===== src/rtl/bcd_calc_engine.sv =====
// Keypad-driven BCD calculator: builds two DIGITS-wide operands, then runs a Horner/op/double-dabble sequence.
// Key effects land one edge after the press edge; busy lasts DIGITS+1+4*RES_DIGITS cycles (CALC_DIV_EN adds divide).
module bcd_calc_engine #(
  parameter int DIGITS     = 2,
  parameter int RES_DIGITS = 4
) (
  input  logic                    clk,
  input  logic                    rst,
  input  logic [3:0]              key,
  input  logic                    pressed,
  output logic [4*DIGITS-1:0]     num_a,
  output logic [4*DIGITS-1:0]     num_b,
  output logic [1:0]              op,
  output logic [4*RES_DIGITS-1:0] result,
  output logic                    result_neg,
  output logic                    overflow,
  output logic                    busy,
  output logic [1:0]              state
);
  localparam int BW   = 4*DIGITS;
  localparam int MW   = 8*DIGITS;
  localparam int RW   = 4*RES_DIGITS;
  localparam int CW   = (MW > RW) ? MW : RW;
  localparam int CNTW = $clog2(DIGITS+1);
  localparam int SW   = $clog2(RW+BW+1);

  function automatic logic [CW-1:0] max_result();
    logic [CW-1:0] v;
    v = CW'(1);
    for (int i = 0; i < RES_DIGITS; i++) v = CW'(v * CW'(10));
    return v - CW'(1);
  endfunction
  localparam logic [CW-1:0] LIMIT = max_result();

  typedef enum logic [1:0] {S_A = 2'd0, S_B = 2'd1, S_CALC = 2'd2, S_RES = 2'd3} state_t;
  typedef enum logic [1:0] {P_LOAD = 2'd0, P_OP = 2'd1, P_DABBLE = 2'd2} phase_t;

  state_t          st;
  phase_t          phase;
  logic [SW-1:0]   step;
  logic            pressed_q;
  logic [CNTW-1:0] cnt_a, cnt_b;
  logic [BW-1:0]   sh_a, sh_b, bin_a, bin_b;
  logic [RW-1:0]   dd_bin, dd_bcd, dd_adj;
  logic [2*RW-1:0] dd_nx;
  logic            ovf_pend, neg_pend;
  logic [MW-1:0]   mag;
  logic            mag_neg, op_ovf;
  logic            key_evt, is_digit, is_op, is_bksp, is_eq, is_clr;
  logic [1:0]      op_code;

  assign state    = st;
  assign key_evt  = pressed & ~pressed_q;
  assign is_digit = key <= 4'd9;
  assign is_clr   = key == 4'd13;
  assign is_eq    = key == 4'd15;
  assign op_code  = (key == 4'd14) ? 2'd3 : 2'(key - 4'd10);
`ifdef CALC_DIV_EN
  assign is_op    = (key >= 4'd10 && key <= 4'd12) || key == 4'd14;
  assign is_bksp  = 1'b0;

  logic [BW-1:0] rem, rem_nx, quo_nx;
  logic [BW:0]   rem_sh;
  logic          div_ge;
  // One restoring-division step per cycle; bin_a doubles as the dividend/quotient shifter.
  always_comb begin
    rem_sh = {rem, bin_a[BW-1]};
    div_ge = rem_sh >= {1'b0, bin_b};
    rem_nx = BW'(div_ge ? rem_sh - {1'b0, bin_b} : rem_sh);
    quo_nx = {bin_a[BW-2:0], div_ge};
  end
`else
  assign is_op    = key >= 4'd10 && key <= 4'd12;
  assign is_bksp  = key == 4'd14;
`endif

  always_comb begin
    mag     = '0;
    mag_neg = 1'b0;
    case (op)
      2'd0: mag = MW'(bin_a) + MW'(bin_b);
      2'd1: begin
        mag_neg = bin_a < bin_b;
        mag     = mag_neg ? MW'(bin_b - bin_a) : MW'(bin_a - bin_b);
      end
      2'd2: mag = MW'(bin_a) * MW'(bin_b);
`ifdef CALC_DIV_EN
      default: mag = MW'(quo_nx);
`else
      default: mag = '0;
`endif
    endcase
`ifdef CALC_DIV_EN
    op_ovf = (CW'(mag) > LIMIT) || (op == 2'd3 && bin_b == '0);
`else
    op_ovf = CW'(mag) > LIMIT;
`endif
  end

  always_comb begin
    dd_adj = dd_bcd;
    for (int i = 0; i < RES_DIGITS; i++)
      if (dd_bcd[4*i +: 4] >= 4'd5) dd_adj[4*i +: 4] = dd_bcd[4*i +: 4] + 4'd3;
    dd_nx = {dd_adj[RW-2:0], dd_bin, 1'b0};
  end

  always_ff @(posedge clk) begin
    if (rst) begin
      st <= S_A;        phase <= P_LOAD;   step <= '0;
      pressed_q <= 1'b0; cnt_a <= '0;      cnt_b <= '0;
      num_a <= '0;      num_b <= '0;       op <= '0;
      result <= '0;     result_neg <= 1'b0; overflow <= 1'b0; busy <= 1'b0;
      sh_a <= '0;       sh_b <= '0;        bin_a <= '0;  bin_b <= '0;
      dd_bin <= '0;     dd_bcd <= '0;      ovf_pend <= 1'b0; neg_pend <= 1'b0;
`ifdef CALC_DIV_EN
      rem <= '0;
`endif
    end else begin
      pressed_q <= pressed;
      if (key_evt && is_clr) begin
        num_a <= '0;  num_b <= '0;  op <= '0;  result <= '0;
        result_neg <= 1'b0;  overflow <= 1'b0;  busy <= 1'b0;
        cnt_a <= '0;  cnt_b <= '0;  st <= S_A;
      end else begin
        case (st)
          S_A: if (key_evt) begin
            if (is_digit) begin
              if (cnt_a != CNTW'(DIGITS)) begin
                num_a <= BW'({num_a, key});
                cnt_a <= cnt_a + 1'b1;
              end
            end else if (is_bksp) begin
              if (cnt_a != '0) begin
                num_a <= num_a >> 4;
                cnt_a <= cnt_a - 1'b1;
              end
            end else if (is_op) begin
              op <= op_code;
              st <= S_B;
            end
          end
          S_B: if (key_evt) begin
            if (is_digit) begin
              if (cnt_b != CNTW'(DIGITS)) begin
                num_b <= BW'({num_b, key});
                cnt_b <= cnt_b + 1'b1;
              end
            end else if (is_bksp) begin
              if (cnt_b != '0) begin
                num_b <= num_b >> 4;
                cnt_b <= cnt_b - 1'b1;
              end
            end else if (is_op) begin
              if (cnt_b == '0) op <= op_code;
            end else if (is_eq && cnt_b != '0) begin
              st <= S_CALC;  busy <= 1'b1;  phase <= P_LOAD;  step <= '0;
              sh_a <= num_a; sh_b <= num_b; bin_a <= '0;     bin_b <= '0;
`ifdef CALC_DIV_EN
              rem <= '0;
`endif
            end
          end
          S_CALC: case (phase)
            P_LOAD: begin
              bin_a <= (bin_a << 3) + (bin_a << 1) + BW'(sh_a[BW-1 -: 4]);
              bin_b <= (bin_b << 3) + (bin_b << 1) + BW'(sh_b[BW-1 -: 4]);
              sh_a  <= sh_a << 4;
              sh_b  <= sh_b << 4;
              if (step == SW'(DIGITS-1)) begin
                phase <= P_OP;
                step  <= '0;
              end else begin
                step <= step + 1'b1;
              end
            end
            P_OP: begin
`ifdef CALC_DIV_EN
              if (op == 2'd3 && step != SW'(BW-1)) begin
                bin_a <= quo_nx;
                rem   <= rem_nx;
                step  <= step + 1'b1;
              end else
`endif
              begin
                // Overflow zeroes the dabble input so the fixed-length conversion still runs.
                ovf_pend <= op_ovf;
                neg_pend <= mag_neg & ~op_ovf;
                dd_bin   <= op_ovf ? '0 : RW'(mag);
                dd_bcd   <= '0;
                phase    <= P_DABBLE;
                step     <= '0;
              end
            end
            P_DABBLE: begin
              dd_bcd <= dd_nx[2*RW-1:RW];
              dd_bin <= dd_nx[RW-1:0];
              if (step == SW'(RW-1)) begin
                result     <= ovf_pend ? '0 : dd_nx[2*RW-1:RW];
                result_neg <= neg_pend;
                overflow   <= ovf_pend;
                busy       <= 1'b0;
                st         <= S_RES;
              end else begin
                step <= step + 1'b1;
              end
            end
            default: phase <= P_LOAD;
          endcase
          S_RES: if (key_evt && is_digit) begin
            num_a <= BW'(key);  cnt_a <= CNTW'(1);
            num_b <= '0;        cnt_b <= '0;
            result <= '0;       result_neg <= 1'b0;  overflow <= 1'b0;
            op <= '0;           st <= S_A;
          end
          default: st <= S_A;
        endcase
      end
    end
  end
endmodule

===== config.mk =====
export PLATFORM = sky130hd
export DESIGN_NAME = bcd_calc_engine
export DESIGN_NICKNAME = d
export VERILOG_FILES = /design/src/rtl/bcd_calc_engine.sv
export SDC_FILE = /design/constraint.sdc
export NUM_CORES = 1
export LEC_CHECK = 0
export CORE_MARGIN = 4
export CORE_UTILIZATION = 40
export CTS_BUF_LIST = sky130_fd_sc_hd__clkbuf_16
export DETAILED_ROUTE_END_ITERATION = 8
export PLACE_DENSITY = 0.66
export SYNTH_ARGS = -nofsm -noshare
export SYNTH_HDL_FRONTEND = slang
export SYNTH_SLANG_ARGS = --single-unit
export TNS_END_PERCENT = 30

===== constraint.sdc =====
create_clock -name clk -period 7.1 [get_ports clk]
set_input_delay 1.42 -clock clk [delete_from_list [all_inputs] [get_ports clk]]
set_output_delay 1.42 -clock clk [all_outputs]
set_load 0.02 [all_outputs]

==> flow_summary_export.csv, run 1 <==
group,metric,value,unit
status,status,"completed",
critical_path,critPathRequiredTime,7.42,ns
route,avgViaCountPerCell,5.57,
grt,grt_overflow,0,
route,routed_wl,23100,um
route,vias,8206,
route,routedWlPerCell,15.6,um
timing,period_minus_slack,5.77,ns
synthesis,synth.ff_latch_count,117,
place,port_buffers,45,
synthesis,syn_nets,1311,
clock_tree,cts_buffers,17,
clock_tree,clock_sinks,117,
cells_and_area,n_antenna_cell,0,
floorplanning,ios,46,
grt,track_usage,18.3,%
critical_path,path_cells,"inv_1, nor2_1, fa_1, fa_1, fa_1, inv_1, fa_1, inv_1, ha_1, a2111oi_0, o21ai_1, a41oi_1, a21oi_1, xnor2_1, a21oi_1, or3_1, o32ai_1",
floorplanning,fp.dieH,160,um
power_and_ir_drop,power_frac_seq,37.7,%
route,drt_first_pass_iters,7,
cells_and_area,drive_above_1_share,4.37,%
timing,skew,0.00806,ns
timing,finalSetupTns,0,ns
synthesis,syn_area_per_cell,7.99,um^2
critical_path,r2r_end,"dd_bin[5]",
place,globalplace.congestion,0.947,
cells_and_area,fin_util,46.3,%
synthesis,yosys_most_used_dff,"dfxtp_1",
critical_path,path_buf_inv,3,
route,drc,0,
grt,antenna_found_initial,0,
critical_path,crit_path_end_kind,"flip-flop",
power_and_ir_drop,sw_frac_of_total,29.9,%
floorplanning,start_util,40.8,%
clock_tree,htree_num_levels,4,
timing,finalSetupViolCount,0,
min_path,hold_class,"reg2reg",
floorplanning,core_area,0.0227,mm^2
critical_path,worst-path-max-fanout,10,
clock_tree,cts_root_buffer,"clkbuf_16",
power_and_ir_drop,p_per_area,184,mW/mm^2
clock_tree,cts_resized,0,
route,drtIter0Drc,487,
job,cap_violations,0,
clock_tree,cts_hold_buf,0,
place,dp_hpwl,17000,um
timing,clock.fmax,173,MHz
power_and_ir_drop,leakage,4.33,nW
clock_tree,cts_buffer_depth,2,
power_and_ir_drop,p_int,1.36,mW
critical_path,crit_arrival,6.08,ns
synthesis,yosys_warnings,0,
grt,grt_pass1_vias,7841,
timing,relSlewSlack,24.9,%
cells_and_area,nets,1326,
synthesis,synth_edf_count,0,
critical_path,worst-r2r-cell-count,17,
power_and_ir_drop,peakVddDrop,0.190,mV
critical_path,worstSetupPathType,"reg2reg",
timing,slew_viol_final,0,
critical_path,cp_top_family,"adder cells",
grt,grt_max_degree,70,
clock_tree,clk_latency,0.42,ns
timing,worstMarginPinSlew,1.13,ns
route,ant_nets,0,
min_path,min_path_cells,2,
floorplanning,dieArea,0.0257,mm^2
power_and_ir_drop,switchingPower,0.579,mW
cells_and_area,area_growth,13.5,%
clock_tree,cts_tree,"yes",
timing,hold_violations,0,
critical_path,crit_path_max_incr_delay,0.59,ns
clock_tree,clk_pin_slew,0.06,ns
critical_path,critPathLaunchType,"flip-flop",
synthesis,synth_cells,1161,
critical_path,critPathSlowestCell,"dfxtp_1",
synthesis,netlist_area,0.00927,mm^2
power_and_ir_drop,power_frac_clock,45.4,%
synthesis,async_flop_share,0,%
floorplanning,rows,55,
critical_path,crit_top_cell,"fa_1",
timing,rsz0062_at_grt,"false",
synthesis,yosysSeqAreaShare,25.3,%
floorplanning,dieWidth,160,um
critical_path,r2r-start,"bin_a[1]",
power_and_ir_drop,pwr-share-comb,16.9,%
synthesis,synth.distinct_cells,74,
timing,period_share,81.2,%
clock_tree,post_cts_buffers,0,
critical_path,r2r_slack,1.33,ns
min_path,whs_endpoint,"dd_bcd[13]",
min_path,hp-start,"dd_bcd[13]",
grt,grt_pass1_wl,39200,um
[power by group through the flow]
stage | Sequential, mW | Clock, mW | Combinational (mW)
after floorplan | 0.740 | 0 | 0.239
after global placement | 0.744 | 0 | 0.322
after detailed placement | 0.745 | 0 | 0.328
after CTS | 0.731 | 0.893 | 0.329
after global routing | 0.736 | 0.923 | 0.371
final | 0.731 | 0.881 | 0.328
[worst max path at each step]
| stage | cells after the start | endpoint | slack [ns] | startpoint |
|---|---|---|---|---|
| after CTS | 17 | dd_bin[5] | 1.38 | bin_a[1] |
| after detailed placement | 17 | dd_bin[5] | 1.42 | bin_a[1] |
| after global placement | 17 | dd_bin[10] | 1.52 | bin_a[1] |
| final | 17 | dd_bin[5] | 1.33 | bin_a[1] |
| after floorplan | 18 | dd_bin[10] | 1.97 | bin_a[1] |
| after global routing | 17 | dd_bin[8] | 0.85 | bin_a[1] |
[routing by layer]
| layer | share of wire, % | GRT usage [%] | wire [um] | vias up |
|---|---|---|---|---|
| met1 | 47 | 24.8 | 10800 | 3941 |
| li1 | - | - | - | 4042 |
| met5 | 0 | 0 | 0 | - |
| met3 | 3.7 | 2.81 | 863 | 29 |
| met2 | 47 | 30.2 | 10900 | 194 |
| met4 | 1.9 | 5.59 | 433 | 0 |
[synthesized netlist by cell type, drive strengths merged (6+ instances only)]
| library cell | n | area, um^2 |
|---|---|---|
| fa | 43 | 861 |
| buf | 8 | 40.0 |
| nand2b | 11 | 68.8 |
| a22oi | 13 | 97.6 |
| nor3b | 6 | 45.0 |
| and3 | 22 | 138 |
| nor2 | 139 | 522 |
| a21oi | 138 | 694 |
| ha | 100 | 1250 |
| or3 | 7 | 43.8 |
| nor2b | 12 | 75.1 |
| a21o | 10 | 75.1 |
| nand2 | 109 | 425 |
| mux2i | 22 | 220 |
| a211oi | 16 | 120 |
| nand3 | 51 | 255 |
| inv | 103 | 387 |
| o21ai | 32 | 160 |
| dfxtp | 117 | 2340 |
| o32ai | 7 | 61.3 |
| clkbuf | 49 | 184 |
| nor3 | 18 | 90.1 |
| xnor2 | 30 | 263 |
[cells by family after synthesis]
| group | synth area share, % |
|---|---|
| AOI/OAI and AO/OA | 18.9 |
| DFF | 25.3 |
| adders and majority gates | 22.8 |
| muxes | 2.50 |
| and+or+nand+nor | 20.6 |
| xor gates and xnor gates | 3.31 |
| buffers and inverters | 6.67 |
[placed cells by master, fill, tap and decap left out, types with 17 or more instances in the layout]
cell type / Yosys / layout
a21oi_1: 137 / 137
and3_1: 22 / 22
clkbuf_16: 0 / 17
clkdlybuf4s50_1: 0 / 44
dfxtp_1: 117 / 117
fa_1: 43 / 43
ha_1: 100 / 100
inv_1: 103 / 103
mux2i_1: 22 / 22
nand2_1: 108 / 108
nand3_1: 51 / 51
nor2_1: 139 / 138
nor3_1: 18 / 18
o21ai_0: 25 / 25
xnor2_1: 30 / 30
[final cells by class]
type                            count  area, um^2
Inverter                          105         394
Clock buffer                       17         425
Timing Repair Buffer               53         505
Tap cell                          285         357
Sequential cell                   117        2340
Multi-Input combinational cell    882        6320
Clock inverter                     15         176
Fill cell                        2233       12200
[metrics by stage]
step	setup slack (ns)	hold slack [ns]	instance area [um^2]	std cells	total power, mW
after floorplan	1.97	0.432	9270	1161	0.979
after global placement	1.52	0.439	9920	1442	1.07
after detailed placement	1.42	0.449	9920	1442	1.07
after CTS	1.38	0.458	10500	1474	1.95
after global routing	0.854	0.489	10500	1474	2.03
final	1.33	0.452	10500	1474	1.94
[flip-flops by register name, indices dropped and copies added (netlist names), 2 cells and up]
register  count
phase         2
bin_a         8
bin_b         8
dd_bin       16
dd_bcd       16
state         2
step          5
sh_a          8
op            2
cnt_a         2
result       16
cnt_b         2
num_b         8
sh_b          8
num_a         8
[tightest hold or removal path, delay by kind of cell, from the launching register on]
family           cells  cell delay, ns
AO/OA/AOI/OAI        1            0.05
flip-flops           1            0.30
AND/OR/NAND/NOR      1            0.05
Power figures use the tool's default switching activity.
==> run 2: changes to the inputs <==
--- a/config.mk
+++ b/config.mk
@@ -9,7 +9,7 @@
 export CORE_UTILIZATION = 40
 export CTS_BUF_LIST = sky130_fd_sc_hd__clkbuf_16
 export DETAILED_ROUTE_END_ITERATION = 8
-export PLACE_DENSITY = 0.66
+export PLACE_DENSITY = 0.68
 export SYNTH_ARGS = -nofsm -noshare
 export SYNTH_HDL_FRONTEND = slang
 export SYNTH_SLANG_ARGS = --single-unit
==> constraint.sdc (replaced) <==
create_clock -name clk -period 5.05 [get_ports clk]
set_input_delay 1.01 -clock clk [delete_from_list [all_inputs] [get_ports clk]]
set_output_delay 1.01 -clock clk [all_outputs]
set_load 0.02 [all_outputs]
==> flow_summary_export.csv, run 2 (same netlist as run 1, synthesis figures left out) <==
group,metric,value,unit
status,status,"completed",
critical_path,crit_cells,19,
route,avgViaCountPerCell,5.45,
clock_tree,cts_tree,"yes",
timing,relSlewSlack,24.5,%
route,drt_first_pass_iters,4,
floorplanning,fp.dieH,160,um
critical_path,worstSetupPathType,"reg2reg",
clock_tree,cts_buffers,17,
timing,worstMarginPinSlew,1.13,ns
timing,clock.fmax,206,MHz
power_and_ir_drop,switchingPower,0.803,mW
grt,antenna_found_initial,0,
critical_path,crit_end,"dd_bin[8]",
cells_and_area,num-fill-cells,2118,
power_and_ir_drop,power_frac_seq,37.9,%
power_and_ir_drop,power_frac_clock,44.9,%
timing,skew,0.00979,ns
cells_and_area,design_area,0.0114,mm^2
place,preCtsSetupSlack,-0.201,ns
critical_path,r2r_end,"dd_bin[8]",
grt,grt_max_degree,54,
critical_path,crit_path_max_incr_delay,0.54,ns
clock_tree,clk_pin_slew,0.06,ns
floorplanning,dieArea,0.0257,mm^2
clock_tree,htree_num_levels,4,
cells_and_area,nets,1400,
critical_path,path_buf_inv,5,
grt,track_usage,18.9,%
clock_tree,cts_buffer_depth,2,
cells_and_area,drive_above_1_share,14.9,%
route,drtIter0Drc,512,
timing,finalSetupViolCount,0,
power_and_ir_drop,p_int,1.91,mW
cells_and_area,final_common_cell,"a21oi_1",
floorplanning,dieWidth,160,um
timing,hold-worst-slack,0.450,ns
clock_tree,cts_hold_buf,0,
critical_path,worst-r2r-cell-count,19,
cells_and_area,top_regs,"dd_bcd: 16 flops, dd_bin: 16 flops, result: 16 flops",
cells_and_area,n_antenna_cell,0,
min_path,hold_class,"reg2reg",
place,dp_hpwl,17600,um
timing,hold_violations,0,
timing,finalSetupTns,0,ns
critical_path,cp-startpoint,"bin_b[2]",
job,cap_violations,0,
critical_path,critPathSlowestCell,"fa_1",
critical_path,crit_arrival,5.19,ns
floorplanning,ios,46,
route,routedWlPerCell,15.9,um
route,drc,0,
cells_and_area,layout_common_cells,"133 x a21oi_1, 127 x nor2_1, 108 x nand2_1, 108 x dfxtp_1, 97 x inv_1",
clock_tree,clock_sinks,117,
critical_path,r2r_slack,0.19,ns
timing,slew_viol_final,0,
route,routed_wl,24700,um
power_and_ir_drop,sw_frac_of_total,29.6,%
floorplanning,start_util,40.8,%
cells_and_area,fin_util,50.1,%
critical_path,critPathRequiredTime,5.38,ns
grt,grt_pass1_wl,40400,um
power_and_ir_drop,pwr-share-comb,17.2,%
critical_path,cp_top_family,"adder cells",
place,globalplace.congestion,0.923,
critical_path,path_cells,"buf_4, ha_1, fa_1, fa_1, ha_1, inv_1, fa_1, inv_1, ha_2, a211oi_2, buf_4, o21ai_1, nand2_1, xnor2_2, and2_4, nor4b_4, a41oi_2, buf_6, o32ai_2",
critical_path,critPathLaunchType,"flip-flop",
clock_tree,clk_latency,0.41,ns
grt,grt_overflow,0,
critical_path,crit_top_cell,"fa_1",
grt,grt_pass1_vias,7998,
place,port_buffers,45,
timing,fin_ws,0.191,ns
critical_path,crit_path_end_kind,"flip-flop",
power_and_ir_drop,leakage,4.75,nW
cells_and_area,area_growth,22.8,%
power_and_ir_drop,peakVddDrop,0.229,mV
power_and_ir_drop,p_per_area,238,mW/mm^2
clock_tree,cts_root_buffer,"clkbuf_16",
place,dpl_cell_area,0.0104,mm^2
floorplanning,core_area,0.0227,mm^2
floorplanning,rows,55,
critical_path,worst-path-max-fanout,8,
critical_path,r2r-start,"bin_b[2]",
route,vias,8431,
timing,period_share,96.2,%
route,ant_nets,0,
timing,period_minus_slack,4.86,ns
-- run 2: cell types whose count changed in the layout (fill, tap and decap cells not counted), moves of 6 or more --
cell,delta
buf_4,+63
nor2_1,-11
buf_6,+10
dfxtp_1,-9
dfxtp_2,+8
nor2_2,+8
inv_2,+7
o32ai_1,-7
o32ai_2,+7
ha_1,-6
inv_1,-6
-- run 2: layer usage --
| layer | vias to the layer above | share of wire (%) | track usage [%] | routed length, um |
|---|---|---|---|---|
| met5 | - | 0 | 0 | 0 |
| met4 | 0 | 1.4 | 4.81 | 357 |
| met3 | 29 | 4.5 | 3.72 | 1100 |
| met2 | 191 | 49 | 32.0 | 12000 |
| met1 | 4026 | 45 | 24.9 | 11200 |
| li1 | 4185 | - | - | - |
-- run 2: final cells by class --
| type | count | area, um^2 | area share, % |
|---|---|---|---|
| Clock inverter | 15 | 165 | 1.45 |
| Clock buffer | 17 | 425 | 3.74 |
| Inverter | 105 | 397 | 3.48 |
| Multi-Input combinational cell | 883 | 6590 | 57.9 |
| Timing Repair Buffer | 126 | 1090 | 9.58 |
| Tap cell | 285 | 357 | 3.13 |
| Sequential cell | 117 | 2360 | 20.7 |
-- run 2: worst reg2reg max path: cells and delay by family, from the launching register on --
| kind | cells | cell delay [ns] |
|---|---|---|
| adder cells (fa/ha/maj) | 6 | 2.41 |
| AO/OA/AOI/OAI | 4 | 0.66 |
| AND/OR/NAND/NOR | 3 | 0.65 |
| buffers and inverters | 5 | 0.59 |
| flip-flops | 1 | 0.31 |
| XOR/XNOR | 1 | 0.18 |
-- run 2: what timing repair did --
| item | 4_1_cts | 5_1_grt |
|---|---|---|
| buffers inserted | 2 | 11 |
| hold endpoints to repair | 0 | 0 |
| pin swaps | 2 | 29 |
| gates resized for setup | 8 | 74 |
| endpoints found under the setup margin | 15 | 15 |
| gates cloned | 0 | 1 |
-- run 2: power by group through the flow --
| stage | clock [mW] | combinational [mW] | sequential [mW] |
|---|---|---|---|
| finish | 1.22 | 0.467 | 1.03 |
| global route | 1.28 | 0.522 | 1.03 |
| CTS | 1.24 | 0.465 | 1.03 |
| detailed placement | 0 | 0.463 | 1.05 |
| global placement | 0 | 0.455 | 1.04 |
| floorplan | 0 | 0.336 | 1.04 |
-- run 2: worst min path at each step --
stage	slack, ns	to	from	depth (start not counted)
CTS	0.45	dd_bcd[13]	dd_bcd[13]	2
detailed placement	0.45	dd_bcd[13]	dd_bcd[13]	2
finish	0.45	dd_bcd[13]	dd_bcd[13]	2
floorplan	0.43	dd_bcd[13]	dd_bcd[13]	2
global placement	0.44	dd_bcd[13]	dd_bcd[13]	2
global route	0.48	dd_bcd[13]	dd_bcd[13]	2
-- run 2: metrics by stage --
step           power (mW)  cells
3_3_place_gp         1.50   1502
4_1_cts              2.73   1536
6_report             2.71   1548
2_1_floorplan        1.38   1161
5_1_grt              2.84   1548
3_5_place_dp         1.51   1502
==> run 3: changes to the inputs <==
--- a/config.mk
+++ b/config.mk
@@ -9,7 +9,7 @@
 export CORE_UTILIZATION = 40
 export CTS_BUF_LIST = sky130_fd_sc_hd__clkbuf_16
 export DETAILED_ROUTE_END_ITERATION = 8
-export PLACE_DENSITY = 0.68
+export GPL_ROUTABILITY_DRIVEN = 0
 export SYNTH_ARGS = -nofsm -noshare
 export SYNTH_HDL_FRONTEND = slang
 export SYNTH_SLANG_ARGS = --single-unit
==> flow_summary_export.csv, run 3 (same netlist as run 1, synthesis figures left out) <==
group,metric,value,unit
floorplanning,start_util,40.8,%
floorplanning,rows,55,
power_and_ir_drop,peakVddDrop,0.237,mV
power_and_ir_drop,p_per_area,234,mW/mm^2
clock_tree,cts_buffer_depth,2,
grt,antenna_found_initial,0,
floorplanning,fp.dieH,160,um
floorplanning,dieWidth,160,um
clock_tree,cts_root_buffer,"clkbuf_16",
grt,grt_overflow,0,
power_and_ir_drop,power_frac_seq,39.1,%
critical_path,critPathLaunchType,"flip-flop",
route,vias,8280,
place,dp_hpwl,18300,um
place,preCtsSetupSlack,-0.313,ns
floorplanning,dieArea,0.0257,mm^2
grt,grt_max_degree,66,
critical_path,r2r-start,"bin_b[2]",
timing,fin_ws,0.146,ns
critical_path,worst-r2r-cell-count,17,
clock_tree,clock_sinks,117,
cells_and_area,drive_above_1_share,14.1,%
status,status,"completed",
min_path,whs_endpoint,"dd_bin[14]",
critical_path,crit_top_cell,"fa_1",
timing,clock.fmax,204,MHz
floorplanning,core_area,0.0227,mm^2
clock_tree,cts_tree,"yes",
timing,relSlewSlack,39.3,%
timing,skew,0.00712,ns
timing,hold_violations,0,
timing,worstMarginPinSlew,0.910,ns
job,cap_violations,0,
critical_path,worst-path-max-fanout,4,
floorplanning,ios,46,
place,port_buffers,45,
min_path,hp-start,"dd_bin[14]",
grt,grt_pass1_wl,40200,um
cells_and_area,num-fill-cells,2223,
critical_path,crit_path_max_incr_delay,0.54,ns
power_and_ir_drop,sw_frac_of_total,30.9,%
power_and_ir_drop,pwr-share-comb,17.9,%
timing,period_share,97.1,%
timing,slew_viol_final,0,
critical_path,crit_path_end_kind,"flip-flop",
critical_path,critPathSlowestCell,"fa_1",
route,routedWlPerCell,15.9,um
power_and_ir_drop,switchingPower,0.813,mW
cells_and_area,nets,1396,
clock_tree,cts_hold_buf,0,
route,drt_first_pass_iters,5,
critical_path,worstSetupPathType,"reg2reg",
grt,track_usage,18.9,%
route,routed_wl,24500,um
power_and_ir_drop,p_int,1.81,mW
route,drtIter0Drc,337,
timing,period_minus_slack,4.90,ns
cells_and_area,fin_util,49.4,%
min_path,min_path_cells,2,
critical_path,r2r_end,"dd_bin[3]",
critical_path,r2r_slack,0.15,ns
power_and_ir_drop,leakage,4.68,nW
clock_tree,clk_latency,0.42,ns
critical_path,crit_arrival,5.22,ns
critical_path,path_cells,"inv_2, nor2_2, fa_1, fa_1, fa_1, inv_2, fa_1, inv_2, ha_4, a2111oi_4, o21ai_2, a41oi_2, xnor2_1, a311oi_1, nand3b_1, a41o_1, a31o_1",
clock_tree,cts_buffers,17,
power_and_ir_drop,power,2.63,mW
grt,grt_pass1_vias,7942,
cells_and_area,n_antenna_cell,0,
clock_tree,clk_pin_slew,0.06,ns
critical_path,critPathRequiredTime,5.36,ns
route,ant_nets,0,
route,drc,0,
power_and_ir_drop,power_frac_clock,43.0,%
cells_and_area,final_common_cell,"a21oi_1",
min_path,hold_class,"reg2reg",
clock_tree,htree_num_levels,4,
cells_and_area,layout_common_cells,"136 x a21oi_1, 131 x nor2_1, 110 x dfxtp_1",
cells_and_area,top_regs,"dd_bcd: 16 flops, dd_bin: 16 flops, result: 16 flops",
cells_and_area,area_growth,21.0,%
timing,finalSetupViolCount,0,
route,avgViaCountPerCell,5.36,
==> run 3: critical path: cells and delay by family, from the launching register on <==
family / cells / cell delay (ns)
buffers and inverters: 3 / 0.20
AOI/OAI and AO/OA: 6 / 1.43
DFF: 1 / 0.32
xor gates and xnor gates: 1 / 0.18
adders and majority gates: 5 / 2.33
and+or+nand+nor: 2 / 0.33
==> run 3: layout make-up <==
type,instances,area [um^2],area share (%)
tap,285,357,3.18
clock buffer,17,425,3.79
timing repair buffer,123,1050,9.35
inverter,105,394,3.51
sequential,117,2350,21.0
clock inverter,15,131,1.17
multi-input combinational,882,6510,58.0
==> run 3: worst max path at each step <==
stage / from / to / slack (ns) / cells past startpoint
floorplan: bin_b[6] / dd_bin[10] / 0.04 / 18
global placement: bin_a[2] / dd_bin[4] / -0.25 / 17
detailed placement: bin_a[2] / dd_bin[8] / -0.31 / 17
CTS: bin_b[4] / dd_bin[4] / 0.002 / 19
global route: bin_b[6] / dd_bin[3] / -0.04 / 18
finish: bin_b[2] / dd_bin[3] / 0.15 / 17
==> run 3: per-stage QoR <==
| step | setup TNS [ns] | hold WS, ns | area [um^2] | instances |
|---|---|---|---|---|
| 6_report | 0 | 0.454 | 11200 | 1544 |
| 3_3_place_gp | -3.00 | 0.440 | 10400 | 1508 |
| 5_1_grt | -0.191 | 0.488 | 11200 | 1544 |
| 3_5_place_dp | -4.09 | 0.450 | 10400 | 1508 |
| 2_1_floorplan | 0 | 0.432 | 9280 | 1161 |
| 4_1_cts | 0 | 0.461 | 11000 | 1541 |
==> run 3: what timing repair did <==
item                                    in CTS  in global routing
endpoints found under the setup margin      15                 15
setup buffers                                1                  3
pin swaps                                    2                 23
gates resized for setup                      9                 54
==> run 3: power groups by stage <==
stage / Combinational [mW] / Sequential [mW] / Clock (mW)
after floorplan: 0.336 / 1.04 / 0
after detailed placement: 0.469 / 1.05 / 0
final: 0.471 / 1.03 / 1.13
after global placement: 0.463 / 1.04 / 0
after CTS: 0.472 / 1.03 / 1.15
after global routing: 0.523 / 1.03 / 1.19
==> run 3: metal layers <==
metal	global-route usage [%]	wire [um]
met4	6.14	482
met1	25.9	11900
met5	0	0
met3	2.61	743
met2	31.0	11400
